[src/rtl/cache_control.sv]
// cache_control
// -----------------------------------------------------------------------------
// Sequencing FSM for a two-way set-associative cache datapath. It classifies each
// CPU request as a hit, clean miss or dirty miss. It then drives the datapath
// strobes and mux selects, and runs the physical-memory writeback/fill handshakes.
//
// Optional feature: define CACHE_PERF_CNT_EN to make the hit/miss/writeback
// performance counters live. Without it the counter ports are tied to zero and
// no counter flops exist.
//
// Ports
//   clk, rst            rising-edge clock, synchronous active-high reset
//   mem_read/mem_write  CPU request, held until mem_resp
//   mem_resp            one-cycle completion pulse to the CPU
//   pmem_read/write     physical-memory line read / write request
//   pmem_resp           one-cycle physical-memory completion
//   hit, dirty          datapath tag match / dirty bit of hit way or victim
//   read, write, load   datapath read strobe, write strobe, line-fill strobe
//   pmem_data_mux_sel   constant 0 (victim data path)
//   pmem_addr_mux_sel   0 = CPU address, 1 = victim address
//   cache_data_mux_sel  0 = CPU write data, 1 = pmem fill data
//   hit_count, miss_count, wb_count   32-bit performance counters
// -----------------------------------------------------------------------------
module cache_control #(
    parameter int s_offset = 5,
    parameter int s_index  = 3
) (
    input  logic        clk,
    input  logic        rst,
    input  logic        mem_read,
    input  logic        mem_write,
    output logic        mem_resp,
    output logic        pmem_read,
    output logic        pmem_write,
    input  logic        pmem_resp,
    input  logic        hit,
    input  logic        dirty,
    output logic        read,
    output logic        write,
    output logic        load,
    output logic        pmem_data_mux_sel,
    output logic        pmem_addr_mux_sel,
    output logic        cache_data_mux_sel,
    output logic [31:0] hit_count,
    output logic [31:0] miss_count,
    output logic [31:0] wb_count
);

    // Reject geometries that cannot describe a real line/set layout.
    if (s_offset < 2 || s_index < 1) begin : g_bad_geometry
        $error("cache_control: unsupported cache geometry");
    end

    typedef enum logic [1:0] {
        IDLE      = 2'd0,
        COMPARE   = 2'd1,
        WRITEBACK = 2'd2,
        FILL      = 2'd3
    } state_e;

    state_e state_q, state_d;
    logic   req;

    assign req = mem_read | mem_write;

    always_ff @(posedge clk) begin
        if (rst) begin
            state_q <= IDLE;
        end else begin
            state_q <= state_d;
        end
    end

    always_comb begin
        state_d            = state_q;
        mem_resp           = 1'b0;
        pmem_read          = 1'b0;
        pmem_write         = 1'b0;
        read               = 1'b0;
        write              = 1'b0;
        load               = 1'b0;
        pmem_data_mux_sel  = 1'b0;
        pmem_addr_mux_sel  = 1'b0;
        cache_data_mux_sel = 1'b0;

        unique case (state_q)
            IDLE: begin
                if (req) begin
                    state_d = COMPARE;
                end
            end
            COMPARE: begin
                // A simultaneous read and write is served as a read only.
                read  = mem_read;
                write = mem_write & ~mem_read;
                if (!req) begin
                    // Request withdrawn: go quiet without responding.
                    state_d = IDLE;
                end else if (hit) begin
                    mem_resp = 1'b1;
                    state_d  = IDLE;
                end else if (dirty) begin
                    state_d = WRITEBACK;
                end else begin
                    state_d = FILL;
                end
            end
            WRITEBACK: begin
                // Victim address/data stay valid because the CPU address is held.
                pmem_write        = 1'b1;
                pmem_addr_mux_sel = 1'b1;
                if (pmem_resp) begin
                    state_d = FILL;
                end
            end
            FILL: begin
                pmem_read          = 1'b1;
                cache_data_mux_sel = 1'b1;
                if (pmem_resp) begin
                    load    = 1'b1;
                    // Re-check now hits and completes, merging store data.
                    state_d = COMPARE;
                end
            end
            default: begin
                state_d = IDLE;
            end
        endcase
    end

`ifdef CACHE_PERF_CNT_EN
    logic [31:0] hit_count_q, hit_count_d;
    logic [31:0] miss_count_q, miss_count_d;
    logic [31:0] wb_count_q, wb_count_d;
    // Marks a COMPARE entered straight from IDLE; the post-fill re-check is
    // not a first look and must not count as a hit.
    logic        first_q, first_d;

    always_comb begin
        first_d      = (state_q == IDLE) && req;
        hit_count_d  = hit_count_q;
        miss_count_d = miss_count_q;
        wb_count_d   = wb_count_q;
        if (state_q == COMPARE && req && hit && first_q) begin
            hit_count_d = hit_count_q + 32'd1;
        end
        if (state_q == COMPARE && req && !hit) begin
            miss_count_d = miss_count_q + 32'd1;
        end
        if (state_q == WRITEBACK && pmem_resp) begin
            wb_count_d = wb_count_q + 32'd1;
        end
    end

    always_ff @(posedge clk) begin
        if (rst) begin
            first_q      <= 1'b0;
            hit_count_q  <= '0;
            miss_count_q <= '0;
            wb_count_q   <= '0;
        end else begin
            first_q      <= first_d;
            hit_count_q  <= hit_count_d;
            miss_count_q <= miss_count_d;
            wb_count_q   <= wb_count_d;
        end
    end

    assign hit_count  = hit_count_q;
    assign miss_count = miss_count_q;
    assign wb_count   = wb_count_q;
`else
    assign hit_count  = '0;
    assign miss_count = '0;
    assign wb_count   = '0;
`endif

endmodule

[config.mk]
export PLATFORM = sky130hd
export DESIGN_NAME = cache_control
export DESIGN_NICKNAME = d
export VERILOG_FILES = /design/src/rtl/cache_control.sv
export SDC_FILE = /design/constraint.sdc
export NUM_CORES = 1
export LEC_CHECK = 0
export BUFFER_PORTS_ARGS = -buffer_cell sky130_fd_sc_hd__buf_2
export CAP_MARGIN = 20
export CORE_ASPECT_RATIO = 1.5
export CORE_MARGIN = 3
export CORE_UTILIZATION = 37
export DETAILED_ROUTE_END_ITERATION = 8
export GPL_TIMING_DRIVEN = 1
export PLACE_DENSITY = 0.87
export SKIP_CTS_REPAIR_TIMING = 1
export SLEW_MARGIN = 40
export SYNTH_ARGS = -nofsm -noshare
export SYNTH_HDL_FRONTEND = slang
export SYNTH_SLANG_ARGS = --single-unit
[constraint.sdc]
create_clock -name clk -period 3.1 [get_ports clk]
set_input_delay 0.775 -clock clk [delete_from_list [all_inputs] [get_ports clk]]
set_output_delay 0.775 -clock clk [all_outputs]
set_load 0.005 [all_outputs]
==> results.py, run 1 <==
metrics = {
    "die": {
        "die_w_um": 48.2,
        "io_pins": 112,
        "rows": 22,
        "initial_core_util": 0.394,
        "die-area_mm2": 0.00334,
        "die_h_um": 69.3,
        "core_area_mm2": 0.00250,
    },
    "clocking": {
        "cts_tree": "yes",
        "root_buffer": "clkbuf_4",
        "htree_levels": 1,
        "insertion_delay_ns": 0.22,
        "path_clk_slew_ns": 0.03,
        "tritoncts.num_buffers": 3,
        "clockBufferDepth": 2,
        "clkSinkCount": 2,
    },
    "min_path": {
        "hold_start": "state_q[0]$_SDFFE_PP0P_",
        "holdCritPathClass": "reg2reg",
    },
    "timing": {
        "grt_setup_unrepaired": "no",
        "setup_viol": 0,
        "clock_skew_ns": 0.00352,
        "fin_setup_tns_ns": 0,
        "drv_slew": 0,
        "final-hold-violation-count": 0,
        "max_freq_mhz": 482,
        "post-route-period-util": 0.670,
        "period_needed_ns": 2.08,
        "hold_ws_ns": 0.624,
    },
    "finish": {
        "multi_input_area_um2": 546,
        "fill_cells": 291,
        "syn2layout_area_growth_pct": -24.8,
        "diodes": 0,
        "nets": 156,
        "design_area_um2": 742,
        "top_register": "state_q",
        "reg_top3": "state_q x2",
        "seq_area_um2": 40.0,
        "largest_reg_flops": 2,
        "drive_gt1_frac": 0.148,
        "instances_no_fill": 178,
    },
    "critical_path": {
        "critPathBufInv": 2,
        "cp_top_family": "buffers and inverters",
        "setup.worst_path.start": "mem_write",
        "critPathRequiredTime_ns": 2.32,
        "crit_top_cell": "buf_2",
        "cp-start-kind": "primary input",
        "worstSetupEndpointType": "output port",
        "r2r_start": "state_q[1]$_SDFFE_PP0P_",
        "crit_arrival_ns": 1.30,
        "critPathKind": "in2out",
        "crit_chain": "buf_2 > o21ai_0 > nor2_1 > buf_2",
        "cpPeakStageDelay_ns": 0.22,
        "crit_fanout": 4,
        "worst_path_max_delay_cell": "o21ai_0",
    },
    "synth": {
        "ys_ff_latch": 2,
        "syn_inst": 128,
        "yosysWarnings": 0,
        "synth_cell_types": 18,
        "syn_area_um2": 987,
        "ys_seq_area_frac": 0.0406,
        "synth.avg_cell_area_um2": 7.71,
    },
    "power": {
        "ir_worst_vdd_mv": 0.0903,
        "power_uw": 153,
        "p_per_area_mw_per_mm2": 206,
        "power.leakage_uw": 0.000518,
    },
    "route": {
        "route.detailed.drc": 0,
        "wl_um": 1210,
        "antenna_violating_nets_post_route": 0,
        "firstDrtPassIters": 2,
        "routed_via_density": 2.90,
        "drt_iter0_markers": 5,
        "avgRoutedWirePerCell_um": 6.81,
        "vias": 517,
    },
    "run_status": {
        "status": "completed",
    },
    "global_routing": {
        "grt_pass1_vias": 326,
        "antenna_found_initial": 0,
        "grt_pass1_wl_um": 1280,
        "grt-ovfl-total": 0,
        "grt_usage": 0.0548,
        "grt_max_degree": 6,
    },
    "job": {
        "drv_cap": 0,
    },
    "place": {
        "dpl.hpwl_um": 1170,
        "place.gp.congestion": 0.606,
        "dp_cells": 175,
        "placed_cell_area_um2": 719,
        "port_buffers": 14,
    },
}
synth_stat cells (all sizes together):
master	count	share of area
o21bai	1	0.0076
and2	3	0.022
nor2	2	0.0076
a211oi	2	0.020
conb	1	0.0038
buf	99	0.75
ha	5	0.063
or3b	1	0.011
o311a	1	0.010
nand2b	1	0.0063
a41o	1	0.010
inv	5	0.019
dfxtp	2	0.041
and3b	1	0.010
a21oi	1	0.0051
o21ai	2	0.010
stage by stage:
step                setup slack, ns   util
finish                         1.02  0.296
global route                  0.985  0.296
CTS                            1.02  0.296
detailed placement             1.02  0.287
global placement               1.05  0.287
floorplan                      1.29      -
cells in the final DEF (no fill, tap or decap):
cell,synthesis,layout
conb_1,1,97
buf_2,0,14
inv_1,5,5
ha_1,5,5
clkbuf_4,0,3
and2_1,2,2
o21ai_0,2,2
nor2_1,2,2
dfxtp_1,2,2
and3b_2,1,1
or3b_4,1,1
o21bai_1,1,1
and2_4,1,1
o311a_1,1,1
a21oi_1,1,1
a211oi_2,1,1
nand2b_1,1,1
a211oi_1,1,1
a41o_1,1,1
worst paths after layout:
kind	end	slack, ns	cells past startpoint
setup / recovery	mem_resp	1.02	4
hold reg to reg	state_q[0]$_SDFFE_PP0P_	0.62	2
hold / removal	state_q[0]$_SDFFE_PP0P_	0.62	2
setup reg to reg	state_q[1]$_SDFFE_PP0P_	1.65	5
cell type report:
cell class / count / share of cell area
Sequential cell: 2 / 0.0540
Multi-Input combinational cell: 118 / 0.735
Inverter: 5 / 0.0253
Clock buffer: 3 / 0.0304
Tap cell: 36 / 0.0607
Timing Repair Buffer: 14 / 0.0944
kinds of logic (layout without fill, tap and decap cells):
family / after synthesis / in the layout / synth area share
fa+ha+maj: 5 / 5 / 0.0634
buf+inv: 104 / 22 / 0.772
flops: 2 / 2 / 0.0406
other cells: 1 / 97 / 0.00380
compound gates: 8 / 8 / 0.0634
simple gates: 8 / 8 / 0.0570
tightest hold or removal path, stage by stage, from the launching register on:
cell and delay [ns]:
dfxtp_1 0.35, a21oi_1 0.17, a211oi_2 0.06
layer usage:
metal  global-route usage  vias up  routed length, um
met5                    0        -                  0
met4               0.0449        0                  0
met3               0.0312        0                290
met2                0.109       69                663
met1               0.0202      220                258
li1                     -      228                  -
where the power goes:
group          total, uW  switching, uW  internal, uW  leakage [uW]
logic               64.3           45.5          18.8      0.000488
clock network       57.1           14.5          42.7     0.0000138
registers           31.5           3.17          28.3     0.0000165
No activity file was read; power rests on OpenSTA's default activity.
==> run 2, diff against run 1 <==
--- a/config.mk
+++ b/config.mk
@@ -9,10 +9,10 @@
 export CAP_MARGIN = 20
 export CORE_ASPECT_RATIO = 1.5
 export CORE_MARGIN = 3
-export CORE_UTILIZATION = 37
+export CORE_UTILIZATION = 34
 export DETAILED_ROUTE_END_ITERATION = 8
 export GPL_TIMING_DRIVEN = 1
-export PLACE_DENSITY = 0.87
+export PLACE_DENSITY = 0.81
 export SKIP_CTS_REPAIR_TIMING = 1
 export SLEW_MARGIN = 40
 export SYNTH_ARGS = -nofsm -noshare
==> constraint.sdc (replaced) <==
create_clock -name clk -period 2.05 [get_ports clk]
set_input_delay 0.5125 -clock clk [delete_from_list [all_inputs] [get_ports clk]]
set_output_delay 0.5125 -clock clk [all_outputs]
set_load 0.005 [all_outputs]
==> results.py, run 2 (same netlist as run 1, synthesis figures left out) <==
metrics = {
    "run_status": {
        "status": "completed",
    },
    "timing": {
        "setup_viol": 0,
        "grt_setup_unrepaired": "no",
        "final-hold-violation-count": 0,
        "drv_slew": 0,
        "fin_ws_ns": 0.374,
        "period_needed_ns": 1.68,
        "fin_setup_tns_ns": 0,
        "max_freq_mhz": 596,
        "post-route-period-util": 0.818,
        "clock_skew_ns": 0.00183,
    },
    "critical_path": {
        "crit_arrival_ns": 1.16,
        "worstSetupEndpointType": "output port",
        "critPathKind": "reg2out",
        "cp_top_family": "flip-flops",
        "crit_chain": "inv_1 > ha_1 > and3b_2 > buf_2",
        "r2r_setup_slack_ns": 0.60,
        "crit_fanout": 4,
        "critPathRequiredTime_ns": 1.54,
        "worst_path_max_delay_cell": "dfxtp_1",
        "cp-start-kind": "register",
        "cpPeakStageDelay_ns": 0.34,
        "critPathBufInv": 2,
    },
    "finish": {
        "final_cell_mix": "conb_1, buf_2, inv_1, ha_1, clkbuf_8",
        "reg_top3": "state_q x2",
        "top_register": "state_q",
        "fill_cells": 298,
        "drive_gt1_frac": 0.148,
        "nets": 156,
        "diodes": 0,
        "syn2layout_area_growth_pct": -22.8,
        "mostFrequentLayoutCell": "conb_1",
        "largest_reg_flops": 2,
    },
    "clocking": {
        "insertion_delay_ns": 0.21,
        "root_buffer": "clkbuf_8",
        "clockBufferDepth": 2,
        "clkSinkCount": 2,
        "htree_levels": 1,
        "tritoncts.num_buffers": 3,
        "path_clk_slew_ns": 0.03,
        "cts_tree": "yes",
    },
    "power": {
        "power.leakage_uw": 0.000526,
        "ir_worst_vdd_mv": 0.137,
        "p_per_area_mw_per_mm2": 391,
    },
    "global_routing": {
        "grt_max_degree": 6,
        "grt_pass1_vias": 327,
        "grt-ovfl-total": 0,
        "antenna_found_initial": 0,
        "grt_usage": 0.0528,
        "grt_pass1_wl_um": 1420,
    },
    "route": {
        "wl_um": 1210,
        "route.detailed.drc": 0,
        "routed_via_density": 2.82,
        "drt_iter0_markers": 0,
        "firstDrtPassIters": 1,
        "avgRoutedWirePerCell_um": 6.77,
        "antenna_violating_nets_post_route": 0,
        "vias": 504,
    },
    "job": {
        "drv_cap": 0,
    },
    "die": {
        "die_w_um": 50.0,
        "io_pins": 112,
        "initial_core_util": 0.361,
        "core_area_mm2": 0.00273,
        "die_h_um": 72.0,
        "rows": 23,
        "die-area_mm2": 0.00360,
    },
    "place": {
        "place.gp.congestion": 0.668,
        "port_buffers": 14,
        "dpl.hpwl_um": 1140,
        "post-place-ws_ns": 0.496,
    },
    "min_path": {
        "holdCritPathClass": "in2reg",
    },
}
run 2: cell counts in the layout (fill, tap and decap cells not counted):
Identical to the previous run, type by type.
run 2: worst paths after layout:
path | from | depth (start not counted) | endpoint
min | rst | 2 | state_q[0]$_SDFFE_PP0P_
max reg2reg | state_q[0]$_SDFFE_PP0P_ | 5 | state_q[1]$_SDFFE_PP0P_
max | state_q[1]$_SDFFE_PP0P_ | 4 | write
min reg2reg | state_q[0]$_SDFFE_PP0P_ | 2 | state_q[0]$_SDFFE_PP0P_
run 2: through the flow:
step / hold WS [ns] / instance area (um2) / instances / util / total power [uW]
finish: 0.505 / 762 / 179 / 0.279 / 298
global route: 0.511 / 762 / 179 / 0.279 / 320
CTS: 0.497 / 762 / 179 / 0.279 / 299
detailed placement: 0.615 / 721 / 176 / 0.264 / 140
global placement: 0.600 / 721 / 176 / 0.264 / 138
floorplan: 0.565 / 1350 / 224 / - / 255
run 2: final cells by class:
cell class / instances / area (um2) / share of cell area
Multi-Input combinational cell: 118 / 546 / 0.716
Timing Repair Buffer: 14 / 70.1 / 0.0920
Tap cell: 37 / 46.3 / 0.0608
Clock buffer: 3 / 41.3 / 0.0542
Sequential cell: 2 / 40.0 / 0.0525
Inverter: 5 / 18.8 / 0.0246
run 2: power breakdown:
part | leakage (uW) | internal, uW | switching, uW
Combinational | 0.000488 | 28.5 | 68.7
Sequential | 0.0000165 | 42.8 | 4.82
Clock | 0.0000216 | 124 | 29.0
run 2: layer usage:
| metal | share of wire | vias to the layer above | GRT usage |
|---|---|---|---|
| met5 | 0 | - | 0 |
| met4 | 0 | 0 | 0.0369 |
| met3 | 0.25 | 0 | 0.0267 |
| met2 | 0.50 | 70 | 0.0872 |
| met1 | 0.24 | 206 | 0.0499 |
| li1 | - | 228 | - |
==> run 3, diff against run 2 <==
==> constraint.sdc (replaced) <==
create_clock -name clk -period 1.69 [get_ports clk]
set_input_delay 0.4225 -clock clk [delete_from_list [all_inputs] [get_ports clk]]
set_output_delay 0.4225 -clock clk [all_outputs]
set_load 0.005 [all_outputs]
==> results.py, run 3 (same netlist as run 1, synthesis figures left out) <==
metrics = {
    "critical_path": {
        "crit_fanout": 4,
        "r2r_setup_slack_ns": 0.20,
        "rr_worst_depth": 5,
        "crit_arrival_ns": 1.18,
        "cp-start-kind": "register",
        "crit_path_end": "write",
        "critPathRequiredTime_ns": 1.27,
        "r2r-end": "state_q[1]$_SDFFE_PP0P_",
        "r2r_start": "state_q[1]$_SDFFE_PP0P_",
        "critPathKind": "reg2out",
        "worstSetupEndpointType": "output port",
        "setup.worst_path.start": "state_q[1]$_SDFFE_PP0P_",
    },
    "finish": {
        "syn2layout_area_growth_pct": -22.8,
        "final_cell_mix": "conb_1, buf_2, inv_1, ha_1, clkbuf_8",
        "nets": 156,
        "fill_cells": 305,
        "diodes": 0,
        "mostFrequentLayoutCell": "conb_1",
        "top_register": "state_q",
        "instances_no_fill": 179,
        "drive_gt1_frac": 0.148,
        "largest_reg_flops": 2,
        "reg_top3": "state_q x2",
    },
    "clocking": {
        "cts_tree": "yes",
        "tritoncts.num_buffers": 3,
        "path_clk_slew_ns": 0.03,
        "clkSinkCount": 2,
        "root_buffer": "clkbuf_8",
        "htree_levels": 1,
        "clockBufferDepth": 2,
        "insertion_delay_ns": 0.21,
    },
    "timing": {
        "fin_setup_tns_ns": 0,
        "drv_slew": 0,
        "post-route-period-util": 0.948,
        "grt_setup_unrepaired": "no",
        "setup_viol": 0,
        "period_needed_ns": 1.60,
        "clock_skew_ns": 0.00116,
        "hold_ws_ns": 0.420,
        "fin_ws_ns": 0.0871,
        "final-hold-violation-count": 0,
        "max_freq_mhz": 624,
    },
    "route": {
        "vias": 513,
        "route.detailed.drc": 0,
        "firstDrtPassIters": 4,
        "wl_um": 1260,
        "drt_iter0_markers": 3,
        "antenna_violating_nets_post_route": 0,
        "routed_via_density": 2.87,
        "avgRoutedWirePerCell_um": 7.03,
    },
    "global_routing": {
        "grt-ovfl-total": 0,
        "grt_usage": 0.0541,
        "grt_pass1_wl_um": 1400,
        "grt_max_degree": 6,
        "grt_pass1_vias": 323,
        "antenna_found_initial": 0,
    },
    "power": {
        "power_uw": 365,
        "power.leakage_uw": 0.000526,
        "p_per_area_mw_per_mm2": 479,
        "ir_worst_vdd_mv": 0.165,
    },
    "die": {
        "rows": 23,
        "die_w_um": 50.0,
        "die-area_mm2": 0.00360,
        "die_h_um": 72.0,
        "io_pins": 112,
        "initial_core_util": 0.361,
        "core_area_mm2": 0.00273,
    },
    "run_status": {
        "status": "completed",
    },
    "place": {
        "port_buffers": 14,
        "place.gp.congestion": 0.711,
        "dp_cells": 176,
        "post-place-ws_ns": 0.184,
        "dpl.hpwl_um": 1180,
    },
    "min_path": {
        "holdCritPathClass": "in2reg",
    },
    "job": {
        "drv_cap": 0,
    },
}
-- run 3: cell counts in the layout (fill, tap and decap cells not counted) --
Identical to the previous run, type by type.
-- run 3: report_power, final --
group | internal [uW] | switching, uW
registers | 52.0 | 6.07
logic | 35.1 | 84.3
clock network | 151 | 37.1
total | 238 | 127
-- run 3: worst min-delay path by stage --
stage                                  from                       to  cells after the start
floorplan                               rst  state_q[0]$_SDFFE_PP0P_                      1
global placement    state_q[0]$_SDFFE_PP0P_  state_q[0]$_SDFFE_PP0P_                      2
detailed placement  state_q[0]$_SDFFE_PP0P_  state_q[0]$_SDFFE_PP0P_                      2
CTS                                     rst  state_q[0]$_SDFFE_PP0P_                      2
global route                            rst  state_q[0]$_SDFFE_PP0P_                      2
finish                                  rst  state_q[0]$_SDFFE_PP0P_                      2
-- run 3: layout make-up --
cell class / count / area, um2 / area share
well taps: 37 / 46.3 / 0.0608
repair buffers: 14 / 70.1 / 0.0920
multi-input cells: 118 / 546 / 0.716
flip-flops and latches: 2 / 40.0 / 0.0525
inverters: 5 / 18.8 / 0.0246
clock buffers: 3 / 41.3 / 0.0542
-- run 3: critical path: stages, from the launching register on --
cell and delay, ns:
dfxtp_1 0.35, inv_1 0.10, ha_1 0.20, and3b_2 0.20, buf_2 0.12
-- run 3: routing by layer --
layer  share of wire  track usage  wire length [um]  vias to the layer above
met1            0.25       0.0449               312                      213
met4               0       0.0462                 0                        0
met3            0.23       0.0205               291                        0
li1                -            -                 -                      228
met5               0            0                 0                        -
met2            0.52       0.0974               654                       72
-- run 3: through the flow --
stage | cell area (um2) | util
6_report | 762 | 0.279
5_1_grt | 762 | 0.279
4_1_cts | 762 | 0.279
3_5_place_dp | 721 | 0.264
3_3_place_gp | 721 | 0.264
2_1_floorplan | 1350 | -
